$ cat src/rtl/pueo_adc_pkg.sv
// pueo_adc_pkg: shared gate FSM states and ADC container pack/unpack helpers.
package pueo_adc_pkg;

    typedef enum logic [1:0] {IDLE, DELAY, GATE} gate_state_t;

    localparam int ADC_CONTAINER = 16;
    localparam int ADC_MAX_SAMP  = 16;
    localparam int ADC_MAX_W     = ADC_CONTAINER * ADC_MAX_SAMP;
    localparam int ADC_IDX_W     = $clog2(ADC_MAX_W);

    // Samples are MSB-justified in their containers; low bits are dropped on unpack.
    function automatic logic [ADC_MAX_W-1:0] unpack_adc(input logic [ADC_MAX_W-1:0] raw,
                                                        input int nsamp, input int nbits);
        logic [ADC_MAX_W-1:0] r;
        r = '0;
        for (int i = 0; i < ADC_MAX_SAMP; i++)
            for (int b = 0; b < ADC_CONTAINER; b++)
                if (i < nsamp && b < nbits)
                    r[ADC_IDX_W'(i*nbits + b)] = raw[ADC_IDX_W'(ADC_CONTAINER*i + ADC_CONTAINER - nbits + b)];
        return r;
    endfunction

    function automatic logic [ADC_MAX_W-1:0] pack_adc(input logic [ADC_MAX_W-1:0] smp,
                                                      input int nsamp, input int nbits);
        logic [ADC_MAX_W-1:0] r;
        r = '0;
        for (int i = 0; i < ADC_MAX_SAMP; i++)
            for (int b = 0; b < ADC_CONTAINER; b++)
                if (i < nsamp && b < nbits)
                    r[ADC_IDX_W'(ADC_CONTAINER*i + ADC_CONTAINER - nbits + b)] = smp[ADC_IDX_W'(i*nbits + b)];
        return r;
    endfunction

endpackage

$ cat src/rtl/adc_capture_gate_fsm.sv
// capture_gate_fsm: trigger edge detect, delay/length counting and trigger bookkeeping.
module capture_gate_fsm
    import pueo_adc_pkg::*;
#(
    parameter int DELAY_BITS = 16,
    parameter int LEN_BITS   = 16
) (
    input  logic                  aclk,
    input  logic                  aresetn,
    input  logic                  capture_i,
    input  logic [DELAY_BITS-1:0] delay_i,
    input  logic [LEN_BITS-1:0]   length_i,
    input  logic                  retrig_i,
    output logic                  gate_en,
    output logic                  busy_o,
    output logic                  done_o,
    output logic                  missed_o,
    output logic [15:0]           trig_count_o
);

    localparam int CW = DELAY_BITS > LEN_BITS ? DELAY_BITS : LEN_BITS;
    localparam logic [CW-1:0] ONE = 1;

    gate_state_t         state;
    logic                c0, c1, rise;
    logic [LEN_BITS-1:0] len_sh;
    logic [CW-1:0]       cnt;

    assign rise    = c0 & ~c1;
    assign gate_en = state == GATE;

    always_ff @(posedge aclk or negedge aresetn) begin
        if (!aresetn) begin
            state        <= IDLE;
            c0           <= 1'b0;
            c1           <= 1'b0;
            len_sh       <= '0;
            cnt          <= '0;
            busy_o       <= 1'b0;
            done_o       <= 1'b0;
            missed_o     <= 1'b0;
            trig_count_o <= '0;
        end else begin
            c0       <= capture_i;
            c1       <= c0;
            done_o   <= 1'b0;
            missed_o <= 1'b0;
            case (state)
                IDLE: if (rise) begin
                    len_sh       <= length_i;
                    trig_count_o <= trig_count_o + 16'd1;
                    busy_o       <= 1'b1;
                    // D=0,L=0 takes a single DELAY cycle so done lands the cycle after acceptance
                    state        <= (delay_i == '0 && length_i != '0) ? GATE : DELAY;
                    cnt          <= delay_i != '0 ? CW'(delay_i) - ONE :
                                    length_i != '0 ? CW'(length_i) - ONE : '0;
                end
                DELAY: begin
                    missed_o <= rise;
                    if (cnt == '0) begin
                        state  <= len_sh == '0 ? IDLE : GATE;
                        cnt    <= CW'(len_sh) - ONE;
                        done_o <= len_sh == '0;
                        busy_o <= len_sh != '0;
                    end else
                        cnt <= cnt - ONE;
                end
                GATE: if (rise && retrig_i) begin
                    cnt          <= CW'(len_sh) - ONE;
                    trig_count_o <= trig_count_o + 16'd1;
                end else begin
                    missed_o <= rise;
                    if (cnt == '0) begin
                        state  <= IDLE;
                        done_o <= 1'b1;
                        busy_o <= 1'b0;
                    end else
                        cnt <= cnt - ONE;
                end
                default: begin
                    state  <= IDLE;
                    busy_o <= 1'b0;
                end
            endcase
        end
    end

endmodule

$ cat src/rtl/adc_capture_gate.sv
// adc_capture_gate: triggered capture window that passes unpacked ADC beats and zeros otherwise.
module adc_capture_gate
    import pueo_adc_pkg::*;
#(
    parameter int NCHAN      = 2,
    parameter int NSAMP      = 8,
    parameter int NBITS      = 12,
    parameter int DELAY_BITS = 16,
    parameter int LEN_BITS   = 16
) (
    input  logic                                 aclk,
    input  logic                                 aresetn,
    input  logic                                 capture_i,
    input  logic [DELAY_BITS-1:0]                delay_i,
    input  logic [LEN_BITS-1:0]                  length_i,
    input  logic                                 retrig_i,
    input  logic [NCHAN*NSAMP*ADC_CONTAINER-1:0] adc_tdata,
    input  logic                                 adc_tvalid,
    output logic [NCHAN*NSAMP*NBITS-1:0]         dat_o,
    output logic                                 gate_o,
    output logic                                 busy_o,
    output logic                                 done_o,
    output logic                                 missed_o,
    output logic [15:0]                          trig_count_o
);

    localparam int IW = NSAMP * ADC_CONTAINER;
    localparam int OW = NSAMP * NBITS;

    logic gate_en, pass;

    assign pass = gate_en & adc_tvalid;

    capture_gate_fsm #(
        .DELAY_BITS (DELAY_BITS),
        .LEN_BITS   (LEN_BITS)
    ) u_fsm (
        .aclk         (aclk),
        .aresetn      (aresetn),
        .capture_i    (capture_i),
        .delay_i      (delay_i),
        .length_i     (length_i),
        .retrig_i     (retrig_i),
        .gate_en      (gate_en),
        .busy_o       (busy_o),
        .done_o       (done_o),
        .missed_o     (missed_o),
        .trig_count_o (trig_count_o)
    );

    always_ff @(posedge aclk or negedge aresetn) begin
        if (!aresetn)
            gate_o <= 1'b0;
        else
            gate_o <= pass;
    end

    for (genvar c = 0; c < NCHAN; c++) begin : g_chan
        logic [OW-1:0] q;
        always_ff @(posedge aclk or negedge aresetn) begin
            if (!aresetn)
                q <= '0;
            else
                q <= pass ? OW'(unpack_adc(ADC_MAX_W'(adc_tdata[c*IW +: IW]), NSAMP, NBITS)) : '0;
        end
        assign dat_o[c*OW +: OW] = q;
    end

endmodule

$ cat config.mk
export PLATFORM = sky130hd
export DESIGN_NAME = adc_capture_gate
export DESIGN_NICKNAME = d
export VERILOG_FILES = /design/src/rtl/pueo_adc_pkg.sv /design/src/rtl/adc_capture_gate_fsm.sv /design/src/rtl/adc_capture_gate.sv
export SDC_FILE = /design/constraint.sdc
export NUM_CORES = 1
export LEC_CHECK = 0
export ABC_AREA = 1
export CORE_AREA = 2 2 196 198
export CTS_CLUSTER_SIZE = 30
export DETAILED_ROUTE_END_ITERATION = 12
export DIE_AREA = 0 0 198 200
export PLACE_DENSITY_LB_ADDON = 0.1
export SYNTH_ARGS = -nofsm -noshare
export SYNTH_HDL_FRONTEND = slang
export SYNTH_SLANG_ARGS = --single-unit
export TNS_END_PERCENT = 20
$ cat constraint.sdc
create_clock -name aclk -period 3.9 [get_ports aclk]
set_clock_uncertainty 0.2 [all_clocks]
set_input_delay 0.585 -clock aclk [delete_from_list [all_inputs] [get_ports aclk]]
set_output_delay 0.585 -clock aclk [all_outputs]
set_load 0.005 [all_outputs]
Word level (Yosys, flattened, before mapping)
Index checks and enable logic that the tools add are counted.
{"block": "op_classes", "addsub": 5, "muxes": 30, "bitwise": 3, "n_reduce_logical": 15, "n_eq_ne": 8}
{"cell": "$mux W96", "count": 2}
{"cell": "$mux W16", "count": 8}
{"cell": "$sub A16 B1 Y16 const B", "count": 4}
{"cell": "$logic_not A16 Y1", "count": 3}
{"cell": "$pmux W16 S3", "count": 1}
{"cell": "$reduce_bool A16 Y1", "count": 3}
{"cell": "$pmux W16 S2", "count": 1}
{"cell": "$add A16 B1 Y16 const B", "count": 1}
{"cell": "$mux W2", "count": 6}
{"cell": "$mux W1", "count": 8}
{"cell": "$ne A2 B1 Y1 const B", "count": 4}
{"cell": "$pmux W2 S3", "count": 1}
{"cell": "$reduce_and A3 Y1", "count": 2}
{"cell": "$pmux W1 S2", "count": 2}
{"cell": "$reduce_and A4 Y1", "count": 1}
{"cell": "$ne A3 B3 Y1 const B", "count": 1}
{"cell": "$pmux W1 S3", "count": 1}
{"cell": "$reduce_bool A3 Y1", "count": 1}
{"cell": "$and A1 B1 Y1", "count": 2}
{"cell": "$eq A2 B1 Y1 const B", "count": 1}
{"cell": "$eq A2 B2 Y1 const B", "count": 1}
{"cell": "$logic_and A1 B1 Y1", "count": 2}
{"cell": "$logic_not A2 Y1", "count": 1}
{"cell": "$ne A2 B2 Y1 const B", "count": 1}
{"cell": "3 further kinds", "count": 3}
{"block": "totals", "out_inout_bits": 212, "in_bits": 293, "wordCells": 73, "regBits": 248}

Logic depth before layout (Yosys ltp)
{"block": "logic_depth", "depth_word": 5, "depth_mapped": 12, "mapped_depth_nobuf": 11}

By module
Synthesis repeated with hierarchy kept, for this count alone.
{"block": "hier_totals", "hier_cells": 1343, "area_unflattened_um2": 11125.7}
{"mod": "adc_capture_gate", "cells_each": 600, "area_per_inst_um2": 6495.0, "n_inst": 1, "seq_area_each_um2": 4829.6}
{"mod": "capture_gate_fsm", "cells_each": 743, "area_per_inst_um2": 4630.7, "n_inst": 1, "seq_area_each_um2": 1376.3}

Worst setup path before layout
OpenSTA, ideal clock, no wires.
{"block": "synth_path", "path_kind": "input port to flip-flop", "start": "in length_i[1]", "end": "reg u_fsm.cnt[10]", "stages": 12, "path_slack_ps": 1885, "path_buffers": 1, "required_time_ps": 3583, "arrival_time_ps": 1698, "setup_ps": 117, "cell_sequence": "inv_1 ha_1 nand2_1 nor2_4 nand2_1 nor2_2 nor2_4 buf_6 nand2_1 nand3_1 nand3_1 nand2_1"}
{"block": "synth_between", "elab_chain_cells": 5, "word_cells_on_any_way": 6, "classes_between": "add/sub: 1; mux: 4; reduce/logical: 1"}
{"item": "start: declaration", "line": "adc_capture_gate.sv:15", "text": "input logic [LEN_BITS-1:0] length_i,"}
{"item": "$sub A16 B1 Y16 or $reduce_bool A16 Y1 (tied branches)", "line": "adc_capture_gate_fsm.sv:56", "text": "length_i != '0 ? CW'(length_i) - ONE : '0;"}
{"item": "$mux W16 (*)", "line": "adc_capture_gate_fsm.sv:56"}
{"item": "$mux W16 (*)", "line": "adc_capture_gate_fsm.sv:55", "text": "cnt <= delay_i != '0 ? CW'(delay_i) - ONE :"}
{"item": "$mux W16 (*)", "line": "adc_capture_gate_fsm.sv:49", "text": "IDLE: if (rise) begin"}
{"item": "$pmux W16 S3 (*)", "line": "adc_capture_gate_fsm.sv:48", "text": "case (state)"}
{"item": "end signal: assignment", "line": "adc_capture_gate_fsm.sv:55"}
{"item": "end signal: assignment", "line": "adc_capture_gate_fsm.sv:62", "text": "cnt <= CW'(len_sh) - ONE;"}
{"item": "end signal: assignment", "line": "adc_capture_gate_fsm.sv:66", "text": "cnt <= cnt - ONE;"}
{"item": "end: declaration", "line": "adc_capture_gate_fsm.sv:27", "text": "logic [CW-1:0] cnt;"}
Mark *: on every way between the ends. The rest lies on a longest branch, timed or not. The select of a mux whose other input is x is not followed.
A chain may end at the register's enable or synchronous reset.

Final worst setup path
{"block": "layout_path", "start": "reg u_fsm.state[0]", "end": "reg u_fsm.cnt[15]"}
{"block": "layout_between", "elab_chain_cells": 3, "word_cells_on_any_way": 8, "classes_between": "eq/ne: 4; mux: 1; reduce/logical: 3"}
{"item": "start: declaration", "line": "adc_capture_gate_fsm.sv:24", "text": "gate_state_t state;"}
{"item": "start signal: assignment", "line": "adc_capture_gate_fsm.sv:54", "text": "state <= (delay_i == '0 && length_i != '0) ? GATE : DELAY;"}
{"item": "start signal: assignment", "line": "adc_capture_gate_fsm.sv:61", "text": "state <= len_sh == '0 ? IDLE : GATE;"}
{"item": "$eq A2 B2 Y1, or another cell as far along", "line": "adc_capture_gate_fsm.sv:48"}
{"item": "$ne A3 B3 Y1 (no source line), or another cell as far along"}
{"item": "$reduce_and A3 Y1 (no source line)"}
Several ways; a longest one is shown, not always the timed one.

==> metrics.txt <==
# TYPE chip_impl_metric gauge
chip_impl_metric{name="ys_seq_elements",unit=""} 248
chip_impl_metric{name="route.detailed.wl_per_inst",unit="µm"} 16.99
chip_impl_metric{name="critical_path.n_buffers_inverters",unit=""} 2
chip_impl_metric{name="wl",unit="µm"} 38720
chip_impl_info{name="reg2reg_launch_point",value="u_fsm.state[0]"} 1
chip_impl_info{name="critical_path.startpoint_type",value="register"} 1
chip_impl_metric{name="grt_start_max_net_pins",unit=""} 83
chip_impl_metric{name="critPathRequiredTime",unit="ns"} 4.20
chip_impl_metric{name="cp_data_arrival_time",unit="ns"} 3.00
chip_impl_metric{name="hpwl",unit="µm"} 29860
chip_impl_metric{name="quantity_of_gates_resized_following_cts",unit=""} 0
chip_impl_metric{name="fin_worst_hold_slack",unit="ns"} 0.1797
chip_impl_metric{name="io_port_bufs",unit=""} 440
chip_impl_info{name="crit_path_cell_trace",value="inv_1 > ha_1 > clkinv_1 > nand3_1 > nand3_1 > nand2_1"} 1
chip_impl_metric{name="synthesis.area",unit="µm²"} 10910
chip_impl_info{name="most_common_cell_after_layout_fill_and_taps_aside",value="sky130_fd_sc_hd__clkdlybuf4s50_1"} 1
chip_impl_metric{name="synthDistinctLibCells",unit=""} 38
chip_impl_metric{name="worst-slew-pin-transition",unit="ns"} 0.8583
chip_impl_metric{name="p_leak",unit="µW"} 0.008553
chip_impl_info{name="critical-path-slowest-cell",value="sky130_fd_sc_hd__ha_1"} 1
chip_impl_metric{name="clock_latency",unit="ns"} 0.56
chip_impl_metric{name="synth_xor_xnor_area_share",unit=""} 0.02890
chip_impl_info{name="dominant_combinational_cell_family_by_area_after_synthesis",value="simple AND/OR/NAND/NOR gates"} 1
chip_impl_metric{name="timing.fmax",unit="MHz"} 370.6
chip_impl_metric{name="power-per-cell-area",unit="nW/µm²"} 515.6
chip_impl_metric{name="drt.antenna.violating_nets",unit=""} 0
chip_impl_info{name="min_from",value="u_fsm.c0"} 1
chip_impl_info{name="cts_tree",value="yes"} 1
chip_impl_metric{name="grt_first_pass_wirelength",unit="µm"} 57010
chip_impl_metric{name="worstPathMaxFanout",unit=""} 18
chip_impl_metric{name="simple_gate_portion_of_the_synthesized_area",unit=""} 0.2657
chip_impl_info{name="clockRootBuffer",value="sky130_fd_sc_hd__clkbuf_16"} 1
chip_impl_metric{name="yosys-mux-area-fraction",unit=""} 0.001032
chip_impl_metric{name="routed_via_count",unit=""} 9469
chip_impl_metric{name="cts.clk_slew.worst_paths",unit="ns"} 0.06
chip_impl_info{name="crit_path_start",value="u_fsm.state[0]"} 1
chip_impl_metric{name="max-vdd-ir-drop",unit="µV"} 303.3
chip_impl_metric{name="vias_in_the_first_global_route",unit=""} 9505
chip_impl_metric{name="die_y",unit="µm"} 200
chip_impl_metric{name="drt_iter0_markers",unit=""} 482
chip_impl_metric{name="finalMaxSlewViolations",unit=""} 0
chip_impl_info{name="layout.cells.most_common_list",value="sky130_fd_sc_hd__clkdlybuf4s50_1, sky130_fd_sc_hd__inv_1, sky130_fd_sc_hd__nor2_1"} 1
chip_impl_metric{name="compound_cell_area_share_of_the_yosys_netlist",unit=""} 0.01663
chip_impl_metric{name="seq_area_frac_synth",unit=""} 0.5687
chip_impl_info{name="worst_setup_path_end_kind",value="register"} 1
chip_impl_metric{name="gp_congestion",unit=""} 0.8652
chip_impl_metric{name="layout_worst_path_cycle_share",unit=""} 0.6919
chip_impl_metric{name="finalHoldViolCount",unit=""} 0
chip_impl_metric{name="drv.max_cap_violation_count",unit=""} 0
chip_impl_metric{name="globalRouteTotalUtil",unit=""} 0.1920
chip_impl_metric{name="design.portCount",unit=""} 505
chip_impl_metric{name="synthCells",unit=""} 1296
chip_impl_info{name="unrepaired_setup_endpoints_after_global_routing",value="false"} 1
chip_impl_info{name="status",value="finished clean"} 1
chip_impl_metric{name="clockBufferDepth",unit=""} 3
chip_impl_info{name="cpLargestDelayFamily",value="buffers and inverters"} 1
chip_impl_metric{name="worst_slew_margin_rel",unit=""} 0.4264
chip_impl_metric{name="post_cts_buffers",unit=""} 0
chip_impl_info{name="worstHoldPathType",value="reg2reg"} 1
chip_impl_metric{name="synth-adder-area-share",unit=""} 0.01032
chip_impl_metric{name="drive_above_1_share",unit=""} 0.05999
chip_impl_metric{name="area_delta_synth_final",unit="%"} 54.44
chip_impl_metric{name="row_count",unit=""} 71
chip_impl_metric{name="drc",unit=""} 0
chip_impl_metric{name="ys_warn_count",unit=""} 0
chip_impl_metric{name="cts_made_buffers",unit=""} 29
chip_impl_metric{name="die-width",unit="µm"} 198
chip_impl_metric{name="postSynthNetCount",unit=""} 1598
chip_impl_metric{name="finalCriticalPeriod",unit="ns"} 2.698
chip_impl_metric{name="viasPerCell",unit=""} 4.155
chip_impl_metric{name="synth.avg_cell_area",unit="µm²"} 8.420
chip_impl_metric{name="global_route.overflow_total",unit=""} 0
chip_impl_metric{name="floorplan.die_area",unit="µm²"} 39600
chip_impl_metric{name="fin_tns_setup",unit="ns"} 0
chip_impl_metric{name="maximum_level_of_the_cts_h_tree",unit=""} 1
chip_impl_metric{name="effective_utilization_at_floorplan",unit=""} 0.2918
chip_impl_metric{name="worst_path_largest_cell_delay",unit="ns"} 0.72
chip_impl_metric{name="design.final.nets",unit=""} 2046
chip_impl_info{name="crit_path_frequent_cell",value="sky130_fd_sc_hd__nand3_1"} 1
chip_impl_info{name="worstSetupPathType",value="reg2reg"} 1
chip_impl_metric{name="clock-sinks",unit=""} 248
chip_impl_metric{name="core-area",unit="µm²"} 37400
chip_impl_metric{name="antenna_found_initial",unit=""} 7
chip_impl_metric{name="final-setup-viol-count",unit=""} 0
chip_impl_metric{name="drtPass1Iterations",unit=""} 4
power by group:
part	leakage (µW)	internal, µW	switching [µW]
Sequential	0.00336	2980	327
Combinational	0.00474	1190	1530
Clock	0.000451	1530	1120
path summary, 6_finish.rpt:
path / end / slack (ns) / cells after the start
max in group asynchronous: g_chan[0].q[34] / 2.20 / 3
worst min-delay path: u_fsm.c1 / 0.18 / 0
worst min register to register: u_fsm.c1 / 0.18 / 0
min in group asynchronous: u_fsm.len_sh[7] / 0.42 / 2
worst max register to register: u_fsm.cnt[15] / 1.20 / 6
worst max-delay path: u_fsm.cnt[15] / 1.20 / 6
repair_timing:
item,CTS,global route
hold buffers,1,0
hold endpoints to repair,77,0
endpoints found under the setup margin,0,0
worst reg2reg max path, delay by kind of cell (launching register included):
kind | cells | cell delay [ns]
AND/OR/NAND/NOR | 3 | 0.56
flip-flops | 1 | 0.38
adder cells (fa/ha/maj) | 1 | 0.72
buffers and inverters | 2 | 0.78
synthesized netlist by cell type:
cell type	instances	area [µm²]
sky130_fd_sc_hd__nor2_4	10	112.6
sky130_fd_sc_hd__nor2_8	1	20.02
sky130_fd_sc_hd__nor2_1	260	975.9
sky130_fd_sc_hd__nor2_2	12	75.07
sky130_fd_sc_hd__nand4_1	16	100.1
sky130_fd_sc_hd__mux2_2	1	11.26
sky130_fd_sc_hd__clkbuf_1	25	93.84
sky130_fd_sc_hd__buf_2	2	10.01
sky130_fd_sc_hd__nor3_1	3	15.01
sky130_fd_sc_hd__nand3_4	2	35.03
sky130_fd_sc_hd__inv_2	7	26.28
sky130_fd_sc_hd__a21oi_1	2	10.01
sky130_fd_sc_hd__clkinv_1	1	3.750
sky130_fd_sc_hd__a21o_1	1	7.510
sky130_fd_sc_hd__o21ai_1	2	10.01
sky130_fd_sc_hd__nor3_2	1	10.01
sky130_fd_sc_hd__nand3b_1	7	52.55
sky130_fd_sc_hd__nand4_2	1	12.51
sky130_fd_sc_hd__nand2_4	2	22.52
sky130_fd_sc_hd__o21ai_0	26	130.1
sky130_fd_sc_hd__xor2_1	25	219.0
sky130_fd_sc_hd__nand3_2	1	10.01
sky130_fd_sc_hd__xnor2_1	11	96.34
sky130_fd_sc_hd__and2_1	1	6.260
sky130_fd_sc_hd__o21ai_2	1	8.760
sky130_fd_sc_hd__or2_2	1	6.260
sky130_fd_sc_hd__nand2_2	7	43.79
sky130_fd_sc_hd__or2_0	2	12.51
sky130_fd_sc_hd__dfrtp_1	248	6206
sky130_fd_sc_hd__nand2_1	242	908.4
sky130_fd_sc_hd__inv_1	262	983.4
sky130_fd_sc_hd__inv_6	1	8.760
sky130_fd_sc_hd__nand3_1	96	480.5
sky130_fd_sc_hd__o21a_1	1	7.510
sky130_fd_sc_hd__buf_8	1	15.01
sky130_fd_sc_hd__o211ai_1	1	7.510
sky130_fd_sc_hd__ha_1	9	112.6
sky130_fd_sc_hd__buf_6	4	45.04
layer usage:
metal | vias up | part of all wire | GRT usage
met3 | 66 | 0.080 | 0.07090
met2 | 253 | 0.50 | 0.3332
met1 | 4424 | 0.39 | 0.2237
li1 | 4718 | - | -
met4 | 8 | 0.026 | 0.05207
met5 | - | 0.0015 | 0
registers in the layout, summed over array words and instances, names as in the netlist:
signal and count:
g_chan.q 192, u_fsm.cnt 16, u_fsm.len_sh 16, u_fsm.trig_count_o 16, u_fsm.state 2, gate_o 1
u_fsm.busy_o 1, u_fsm.c0 1, u_fsm.c1 1, u_fsm.done_o 1, u_fsm.missed_o 1
per-stage QoR:
stage	area [µm²]	util	instances	power (µW)	worst slack (ns)
3_3_place_gp	15910	0.4255	2223	6089	1.206
3_5_place_dp	15910	0.4255	2223	6103	1.209
4_1_cts	16850	0.4505	2278	8806	1.204
5_1_grt	16850	0.4506	2279	9258	1.007
2_1_floorplan	10910	-	1296	4828	1.885
6_report	16850	0.4506	2279	8689	1.202
cell type report:
class / count / area, µm²
fill: 3710 / 20550
sequential: 248 / 6206
timing repair buffer: 449 / 4529
multi-input combinational: 745 / 3527
inverter: 271 / 1022
clock buffer: 40 / 817.0
tap: 511 / 639.4
clock inverter: 14 / 108.9
antenna: 1 / 2.502
kinds of logic (layout without fill, tap and decap cells):
group	Yosys count	in the layout
AOI/OAI and AO/OA	34	34
xor gates and xnor gates	36	36
adders and majority gates	9	9
buffers and inverters	303	774
DFF	248	248
muxes	1	1
other	0	1
and+or+nand+nor	665	665
(Power assumes the default switching activity.)
